**config.mk**
```make
export PLATFORM = sky130hd
export DESIGN_NAME = serial_adder_ctrl
export DESIGN_NICKNAME = d
export VERILOG_FILES = /design/src/rtl/serial_adder_ctrl.sv
export SDC_FILE = /design/constraint.sdc
export NUM_CORES = 1
export LEC_CHECK = 0
export BUFFER_PORTS_ARGS = -buffer_cell sky130_fd_sc_hd__clkbuf_2
export CAP_MARGIN = 15
export CELL_PAD_IN_SITES_DETAIL_PLACEMENT = 0
export CELL_PAD_IN_SITES_GLOBAL_PLACEMENT = 1
export CORE_ASPECT_RATIO = 0.6
export CORE_MARGIN = 3
export CORE_UTILIZATION = 37
export CTS_BUF_LIST = sky130_fd_sc_hd__clkbuf_8
export DETAILED_ROUTE_END_ITERATION = 10
export GPL_TIMING_DRIVEN = 0
export PLACE_DENSITY_LB_ADDON = 0.1
export SYNTH_ARGS = -nofsm -noshare
export SYNTH_HDL_FRONTEND = slang
export SYNTH_SLANG_ARGS = --single-unit
```
**constraint.sdc**
```tcl
create_clock -name Clk -period 1.25 [get_ports Clk]
set_clock_uncertainty 0.1 [all_clocks]
set_input_delay 0.1875 -clock Clk [delete_from_list [all_inputs] [get_ports Clk]]
set_output_delay 0.1875 -clock Clk [all_outputs]
set_load 0.03 [all_outputs]
```
**src/rtl/serial_adder_ctrl.sv**
```systemverilog
// Bit-serial add/subtract sequencer: one full-adder slice, carry flop, operand and result shift registers.
// Optional signed-overflow output compiled in with `define SERIAL_OVF_EN.
module serial_adder_ctrl #(
    parameter int WIDTH = 8
) (
    input  logic             Clk,
    input  logic             Reset,
    input  logic             start,
    input  logic             sub,
    input  logic [WIDTH-1:0] a,
    input  logic [WIDTH-1:0] b,
    output logic             busy,
    output logic             done,
    output logic [WIDTH-1:0] sum,
`ifdef SERIAL_OVF_EN
    output logic             ovf,
`endif
    output logic             cout
);

    localparam int CW = $clog2(WIDTH) + 1;

    localparam logic [1:0] IDLE  = 2'd0;
    localparam logic [1:0] SHIFT = 2'd1;
    localparam logic [1:0] DONE  = 2'd2;

    logic [1:0]       state_reg;
    logic [WIDTH-1:0] a_reg;
    logic [WIDTH-1:0] b_reg;
    logic [WIDTH-1:0] sum_reg;
    logic [CW-1:0]    cnt_reg;
    logic             carry_reg;
    logic             cout_reg;
`ifdef SERIAL_OVF_EN
    logic             ovf_reg;
`endif

    logic s_next;
    logic carry_next;
    logic last_bit;
    logic accept;

    // Shared one-bit full-adder slice.
    always_comb begin
        s_next     = a_reg[0] ^ b_reg[0] ^ carry_reg;
        carry_next = (a_reg[0] & b_reg[0]) | (a_reg[0] & carry_reg) | (b_reg[0] & carry_reg);
        last_bit   = (cnt_reg == CW'(WIDTH - 1));
        accept     = start && (state_reg != SHIFT);
    end

    always_ff @(posedge Clk) begin
        if (Reset) begin
            state_reg <= IDLE;
            a_reg     <= '0;
            b_reg     <= '0;
            sum_reg   <= '0;
            cnt_reg   <= '0;
            carry_reg <= 1'b0;
            cout_reg  <= 1'b0;
`ifdef SERIAL_OVF_EN
            ovf_reg   <= 1'b0;
`endif
        end else if (accept) begin
            // Subtraction is A + ~B + 1: invert B and seed the carry with sub.
            state_reg <= SHIFT;
            a_reg     <= a;
            b_reg     <= sub ? ~b : b;
            carry_reg <= sub;
            cnt_reg   <= '0;
            sum_reg   <= '0;
            cout_reg  <= 1'b0;
`ifdef SERIAL_OVF_EN
            ovf_reg   <= 1'b0;
`endif
        end else begin
            case (state_reg)
                SHIFT: begin
                    a_reg     <= {1'b0, a_reg[WIDTH-1:1]};
                    b_reg     <= {1'b0, b_reg[WIDTH-1:1]};
                    sum_reg   <= {s_next, sum_reg[WIDTH-1:1]};
                    carry_reg <= carry_next;
                    cnt_reg   <= cnt_reg + CW'(1);
                    if (last_bit) begin
                        state_reg <= DONE;
                        cout_reg  <= carry_next;
`ifdef SERIAL_OVF_EN
                        // carry_reg here is the carry into the MSB slice.
                        ovf_reg   <= carry_reg ^ carry_next;
`endif
                    end
                end
                DONE:    state_reg <= IDLE;
                default: state_reg <= IDLE;
            endcase
        end
    end

    assign busy = (state_reg == SHIFT);
    assign done = (state_reg == DONE);
    assign sum  = sum_reg;
    assign cout = cout_reg;
`ifdef SERIAL_OVF_EN
    assign ovf  = ovf_reg;
`endif

endmodule

```
# Word level (Yosys, flattened, before mapping)
# Cells that the tools add are included.
dict set report op_classes {
  n_addsub 1
  n_reduce_logical 5
  div_mod_pow 0
  n_mul 0
  muxes 10
  n_bitwise 9
  n_shift 0
  magnitude_cmp 0
  n_eq_ne 5
}
# operator count
set ops {}
lappend ops {{$mux W8} 5}
lappend ops {{$not A8 Y8} 1}
lappend ops {{$mux W1} 5}
lappend ops {{$add A4 B1 Y4 const B} 1}
lappend ops {{$eq A4 B3 Y1 const B} 1}
lappend ops {{$and A1 B1 Y1} 3}
lappend ops {{$ne A3 B1 Y1 const B} 1}
lappend ops {{$reduce_or A3 Y1} 1}
lappend ops {{$eq A2 B1 Y1 const B} 1}
lappend ops {{$eq A2 B2 Y1 const B} 1}
lappend ops {{$ne A2 B1 Y1 const B} 1}
lappend ops {{$or A1 B1 Y1} 2}
lappend ops {{$reduce_and A2 Y1} 1}
lappend ops {{$reduce_bool A2 Y1} 1}
lappend ops {{$reduce_or A2 Y1} 1}
lappend ops {{$xor A1 B1 Y1} 2}
lappend ops {{$logic_and A1 B1 Y1} 1}
lappend ops {{$not A1 Y1} 1}
dict set report word_totals {
  out_inout_bits 11
  rom_bits 0
  mem_count 0
  word_cells 38
  latch_bits 0
  input_bits 20
  regBits 32
  mem_bits_rw 0
}

# Depth between registers and ports, before layout
# Gate-level depths: netlist of the first run.
dict set report logic_depth {
  depth_word 5
  mapped_depth 5
  mapped_depth_nobuf 4
}

# Least setup slack after synthesis of the first run
# OpenSTA, ideal clock, no wires.
dict set report synth_timing {
  path_kind {reg2reg}
  from {reg cnt_reg[0]}
  to {reg cout_reg (netlist: cout)}
  arrival_time_ps 1059
  stages_incl_launch_ff 5
  period_less_slack_ps 1225
  setup_slack_ps 25
  path_buffers 0
  setup_time_ps 66
  t_required_ps 1084
  path_cell_list {dfxtp_1 ha_1 nand3b_1 or3_1 a21oi_2}
}
dict set report synth_between {
  elab_chain_len 2
}
# element line
set synth_lines {}
lappend synth_lines {{start, declared} 31} ;# logic [CW-1:0] cnt_reg;
lappend synth_lines {{start signal, assigned} 82} ;# cnt_reg <= cnt_reg + CW'(1);
lappend synth_lines {{$eq A4 B3 Y1} 47} ;# last_bit = (cnt_reg == CW'(WIDTH - 1));
lappend synth_lines {{$reduce_and A2 Y1 (no line)} --}
lappend synth_lines {{end signal, assigned} 85} ;# cout_reg <= carry_next;
lappend synth_lines {{end, declared} 33} ;# logic cout_reg;
# No other way between the ends.
# A chain may end at the register's enable or synchronous reset.

# Final worst setup path of the first run
dict set report layout_timing {
  from {reg state_reg[1]}
  to {out busy}
}
dict set report layout_between {
  elab_chain_len 1
}
# element line
set layout_lines {}
lappend layout_lines {{start, declared} 27} ;# logic [1:0] state_reg;
lappend layout_lines {{start signal, assigned} 53} ;# state_reg <= IDLE;
lappend layout_lines {{start signal, assigned} 65} ;# state_reg <= SHIFT;
lappend layout_lines {{start signal, assigned} 84} ;# state_reg <= DONE;
lappend layout_lines {{$eq A2 B1 Y1} 98} ;# assign busy = (state_reg == SHIFT);
lappend layout_lines {{end, declared} 12} ;# output logic busy,
# No other way between the ends.

==> results.sh, run 1 <==
export IMPL_area_delta_synth_final_pct=31.3
export IMPL_grtUsageTotal_pct=15.6
export IMPL_first_global_vias=1097
export IMPL_relSlewSlack_pct=59.8
export IMPL_arrival_ns=1.04
export IMPL_htree_levels=2
export IMPL_setup_worst_path_end_class="primary output"
export IMPL_grt_max_degree=11
export IMPL_setup_viol=4
export IMPL_p_sw_uw=576
export IMPL_clock_path_buffers=2
export IMPL_drc_errors=0
export IMPL_wire_per_inst_um=14.1
export IMPL_syn_nets=181
export IMPL_yosys_warnings=0
export IMPL_worstSkewPairLatency_ns=0.27
export IMPL_leakagePower_uw=0.000785
export IMPL_rsz0062_at_grt="yes"
export IMPL_clkPwrFrac_pct=34.8
export IMPL_pre_cts_ws_ns=-0.185
export IMPL_vias_per_cell=4.94
export IMPL_route_antenna_remaining_nets=0
export IMPL_ys_types=28
export IMPL_p_per_area_nw_per_um2=1200
export IMPL_drt_initial_drc_count=46
export IMPL_hold_viol_final=0
export IMPL_hold_start="a[7]"
export IMPL_portBuffers=28
export IMPL_antenna_cells=0
export IMPL_synth_avg_cell_area_sq_um=8.99
export IMPL_crit_type="reg2out"
export IMPL_cts_buffers_inserted=5
export IMPL_timing_rr_start="state_reg[1]"
export IMPL_grt_overflow=0
export IMPL_cts_tree="done"
export IMPL_power_uw=2260
export IMPL_ys_ff_latch=32
export IMPL_maxSlewViolCount=0
export IMPL_intPower_uw=1680
export IMPL_max_freq_ghz=0.751
export IMPL_rows=16
export IMPL_seqPwrFrac_pct=49.2
export IMPL_core_area_sq_um=3460
export IMPL_clock_sinks=32
export IMPL_final_cell_mix="clkbuf_2, nand2_1, dfxtp_1"
export IMPL_start_util_pct=41.3
export IMPL_fp_dieW_um=86.2
export IMPL_die_area_sq_um=4670
export IMPL_seq_area_frac_synth_pct=44.8
export IMPL_final_common_cell="clkbuf_2"
export IMPL_ioPinCount=31
export IMPL_drive_gt1_share_pct=36.6
export IMPL_routed_wl_mm=3.50
export IMPL_grt_pass1_wl_mm=5.32
export IMPL_die_h_um=54.1
export IMPL_ir_drop_mv=0.613
export IMPL_worstPathRequired_ns=0.96
export IMPL_rrSetupSlack_ns=-0.04
export IMPL_layout_nets=223
export IMPL_first_pass_iters=4
export IMPL_period_share_pct=107
export IMPL_period_minus_slack_ns=1.33
export IMPL_dr_total_vias=1219
export IMPL_hold_buffers=0
export IMPL_hold_path_class="in2reg"
export IMPL_syn_area_sq_um=1430
export IMPL_cts_root_buf="clkbuf_8"
export IMPL_swShare_pct=25.5
export IMPL_drv_cap=0
export IMPL_dp_hpwl_mm=2.31
export IMPL_violations="negative setup slack"
export IMPL_crit_start="state_reg[1]"
export IMPL_routabilityCongestion=0.766
export IMPL_setup_tns_ns=-0.219
export IMPL_setup_worst_path_start_class="flop"
export IMPL_status="finished with violations"
export IMPL_syn_inst=159
export IMPL_worst_slack_ns=-0.0815
export IMPL_worstPathMaxFanout=3
export IMPL_pwr_share_comb_pct=16.0
export IMPL_antenna_found_initial=0
export IMPL_clk_pin_slew_worst_paths_ns=0.06
export IMPL_worst_pin_slew_ns=0.603
[critical path, cell delays in order, from the launching register on]
cell and delay (ns):
dfxtp_2 0.33, nand2b_4 0.16, inv_8 0.04, buf_8 0.11, buf_8 0.12
[through the flow]
| step | std cells | hold slack, ns | cell area (sq um) | utilization, % |
|---|---|---|---|---|
| 4_1_cts | 247 | 0.116 | 1820 | 52.5 |
| 3_3_place_gp | 232 | 0.340 | 1630 | 46.9 |
| 6_report | 247 | 0.123 | 1880 | 54.2 |
| 5_1_grt | 247 | 0.138 | 1880 | 54.2 |
| 3_5_place_dp | 232 | 0.344 | 1630 | 46.9 |
| 2_1_floorplan | 159 | 0.283 | 1430 | - |
[cell type report]
class,instances,area (sq um)
multi-input combinational,113,739
inverter,2,15.0
clock inverter,2,7.51
sequential,32,649
clock buffer,6,82.6
timing repair buffer,35,213
tap,45,56.3
buffer,12,114
fill,325,1590
[per-layer routing]
metal  GRT usage, %  up-vias  routed length, um
li1               -      622                  -
met1           23.3      565               1870
met2           20.1       28               1410
met3           5.05        4                192
met4           6.48        0                 24
met5              0        -                  0
[what timing repair did]
action,in CTS,in global routing
resized for setup,19,18
endpoints found under the hold margin,0,0
setup buffers,7,0
setup endpoints to repair,25,25
pin swaps,1,5
[power groups by stage]
stage	combinational, uW	sequential [uW]	clock, uW
detailed placement	302	1130	0
finish	362	1110	785
global placement	294	1130	0
floorplan	215	1120	0
CTS	337	1110	814
global route	395	1110	860
[cell families (layout without fill, tap and decap cells)]
kind of cell	count (synthesis)	count (layout)	share of synthesized area (%)
AOI/OAI and AO/OA	37	37	17.2
xor gates and xnor gates	10	10	6.13
and+or+nand+nor	55	55	16.5
DFF	32	32	44.8
muxes	9	9	6.30
buffers and inverters	14	57	6.74
adders and majority gates	2	2	2.28
[cell usage after synthesis]
| master | count | area share [%] |
|---|---|---|
| dfxtp_1 | 32 | 45 |
| nand2_1 | 25 | 6.6 |
| nor2_1 | 20 | 5.3 |
| a21oi_1 | 16 | 5.6 |
| mux2i_1 | 9 | 6.3 |
| xnor2_1 | 9 | 5.5 |
| a211oi_1 | 8 | 4.2 |
| a211o_1 | 7 | 4.3 |
| buf_2 | 5 | 1.8 |
| buf_6 | 4 | 3.2 |
| nor3_1 | 3 | 1.1 |
| a21oi_2 | 2 | 1.2 |
| buf_4 | 2 | 1.1 |
| o21ai_0 | 2 | 0.70 |
| or3_1 | 2 | 0.88 |
| a2111oi_0 | 1 | 0.61 |
| a21o_1 | 1 | 0.53 |
| and2b_1 | 1 | 0.53 |
| buf_1 | 1 | 0.26 |
| fa_1 | 1 | 1.4 |
| ha_1 | 1 | 0.88 |
| inv_1 | 1 | 0.26 |
| inv_2 | 1 | 0.26 |
| nand2b_1 | 1 | 0.44 |
| nand2b_4 | 1 | 0.96 |
| nand3_1 | 1 | 0.35 |
| nand3b_1 | 1 | 0.53 |
| xor2_1 | 1 | 0.61 |
[worst paths after layout]
kind	depth (start not counted)	end
max	4	busy
min	3	a_reg[7]
max reg2reg	4	cnt_reg[3]
min reg2reg	2	sum[0]
Note: power is estimated with default switching activity, not from simulation.
==> inputs of run 2 (changes only) <==
Settings changed: MAX_ROUTING_LAYER from default to met4.
==> results.sh, run 2 (synthesized netlist as in run 1, its figures left out) <==
export IMPL_dp_hpwl_mm=2.31
export IMPL_final_common_cell="clkbuf_2"
export IMPL_fp_dieW_um=86.2
export IMPL_clock_sinks=32
export IMPL_hold_path_class="in2reg"
export IMPL_setup_worst_path_start_class="flop"
export IMPL_drv_cap=0
export IMPL_portBuffers=28
export IMPL_rows=16
export IMPL_hold_start="a[7]"
export IMPL_n_fill_cell=325
export IMPL_drt_initial_drc_count=46
export IMPL_reg2regPathDepth=4
export IMPL_drc_errors=0
export IMPL_cts_root_buf="clkbuf_8"
export IMPL_grt_max_degree=11
export IMPL_wire_per_inst_um=14.1
export IMPL_ir_drop_mv=0.613
export IMPL_cts_buffers_inserted=5
export IMPL_clock_path_buffers=2
export IMPL_setup_viol=4
export IMPL_hold_depth=3
export IMPL_hold_viol_final=0
export IMPL_cts_tree="done"
export IMPL_power_uw=2260
export IMPL_final_cells=247
export IMPL_route_antenna_remaining_nets=0
export IMPL_worstSkewPairLatency_ns=0.27
export IMPL_relSlewSlack_pct=59.8
export IMPL_start_util_pct=41.3
export IMPL_antenna_found_initial=0
export IMPL_core_area_sq_um=3460
export IMPL_arrival_ns=1.04
export IMPL_worstPathRequired_ns=0.96
export IMPL_area_delta_synth_final_pct=31.3
export IMPL_layout_nets=223
export IMPL_timing_rr_start="state_reg[1]"
export IMPL_drive_gt1_share_pct=36.6
export IMPL_routabilityCongestion=0.776
export IMPL_dr_total_vias=1220
export IMPL_die_area_sq_um=4670
export IMPL_die_h_um=54.1
export IMPL_grtUsageTotal_pct=16.1
export IMPL_routed_wl_mm=3.49
export IMPL_maxSlewViolCount=0
export IMPL_worst_slack_ns=-0.0816
export IMPL_period_share_pct=107
export IMPL_antenna_cells=0
export IMPL_ioPinCount=31
export IMPL_leakagePower_uw=0.000785
export IMPL_r2r_end="cnt_reg[3]"
export IMPL_rsz0062_at_grt="yes"
export IMPL_worstPathMaxFanout=3
export IMPL_first_global_vias=1096
export IMPL_worst_pin_slew_ns=0.603
export IMPL_dp_cells=232
export IMPL_violations="negative setup slack"
export IMPL_first_pass_iters=4
export IMPL_vias_per_cell=4.94
export IMPL_rrSetupSlack_ns=-0.04
export IMPL_clk_pin_slew_worst_paths_ns=0.06
export IMPL_final_cell_mix="clkbuf_2, nand2_1, dfxtp_1"
export IMPL_setup_tns_ns=-0.219
export IMPL_setup_worst_path_end_class="primary output"
export IMPL_htree_levels=2
export IMPL_p_per_area_nw_per_um2=1200
export IMPL_grt_overflow=0
export IMPL_max_freq_ghz=0.751
export IMPL_period_minus_slack_ns=1.33
export IMPL_crit_type="reg2out"
export IMPL_worstHoldEndpoint="a_reg[7]"
export IMPL_hold_buffers=0
export IMPL_grt_pass1_wl_mm=5.33
export IMPL_status="finished with violations"
export IMPL_holdWs_ns=0.123
[run 2: cell counts in the layout (fill, tap and decap cells not counted)]
Identical to the previous run, type by type.
[run 2: layer usage]
metal  track usage, %  vias up  routed length [um]
met5                -        -                   0
met4             6.48        0                  22
met3             5.05        4                 195
met2             20.1       30                1400
met1             23.3      564                1870
li1                 -      622                   -
[run 2: how the worst max path moves through the flow]
stage            startpoint    to  slack [ns]  cells past startpoint
2_1_floorplan    cnt_reg[0]  cout        0.02                      4
3_5_place_dp   state_reg[0]  busy       -0.18                      4
3_3_place_gp   state_reg[0]  busy       -0.17                      4
5_1_grt        state_reg[1]  busy       -0.11                      4
4_1_cts        state_reg[1]  busy       -0.10                      4
6_report       state_reg[1]  busy       -0.08                      4
[run 2: what timing repair did]
item | CTS | global route
gates resized for setup | 19 | 18
setup buffers | 7 | 0
endpoints found under the setup margin | 25 | 25
pin swaps | 1 | 5
cloned | 0 | 0
[run 2: through the flow]
stage / util (%) / setup WS, ns / cell area, sq um
finish: 54.2 / -0.0816 / 1880
global route: 54.2 / -0.111 / 1880
CTS: 52.5 / -0.105 / 1820
detailed placement: 46.9 / -0.185 / 1630
global placement: 46.9 / -0.171 / 1630
floorplan: - / 0.0246 / 1430
[run 2: power breakdown]
| group | internal [uW] | leakage [uW] | switching [uW] |
|---|---|---|---|
| combinational | 173 | 0.000467 | 189 |
| sequential | 1080 | 0.000265 | 33.6 |
| clock | 432 | 0.0000538 | 353 |
| total | 1680 | 0.000785 | 576 |
[run 2: final cells by class]
| type | instances | area (sq um) | area share [%] |
|---|---|---|---|
| multi-input combinational | 113 | 739 | 39.4 |
| sequential | 32 | 649 | 34.6 |
| timing repair buffer | 35 | 213 | 11.3 |
| buffer | 12 | 114 | 6.07 |
| clock buffer | 6 | 82.6 | 4.40 |
| tap | 45 | 56.3 | 3.00 |
| inverter | 2 | 15.0 | 0.800 |
| clock inverter | 2 | 7.51 | 0.400 |
[run 2: critical path: stages, from the launching register on]
cell and delay, ns:
dfxtp_2 0.33, nand2b_4 0.16, inv_8 0.04, buf_8 0.11, buf_8 0.12
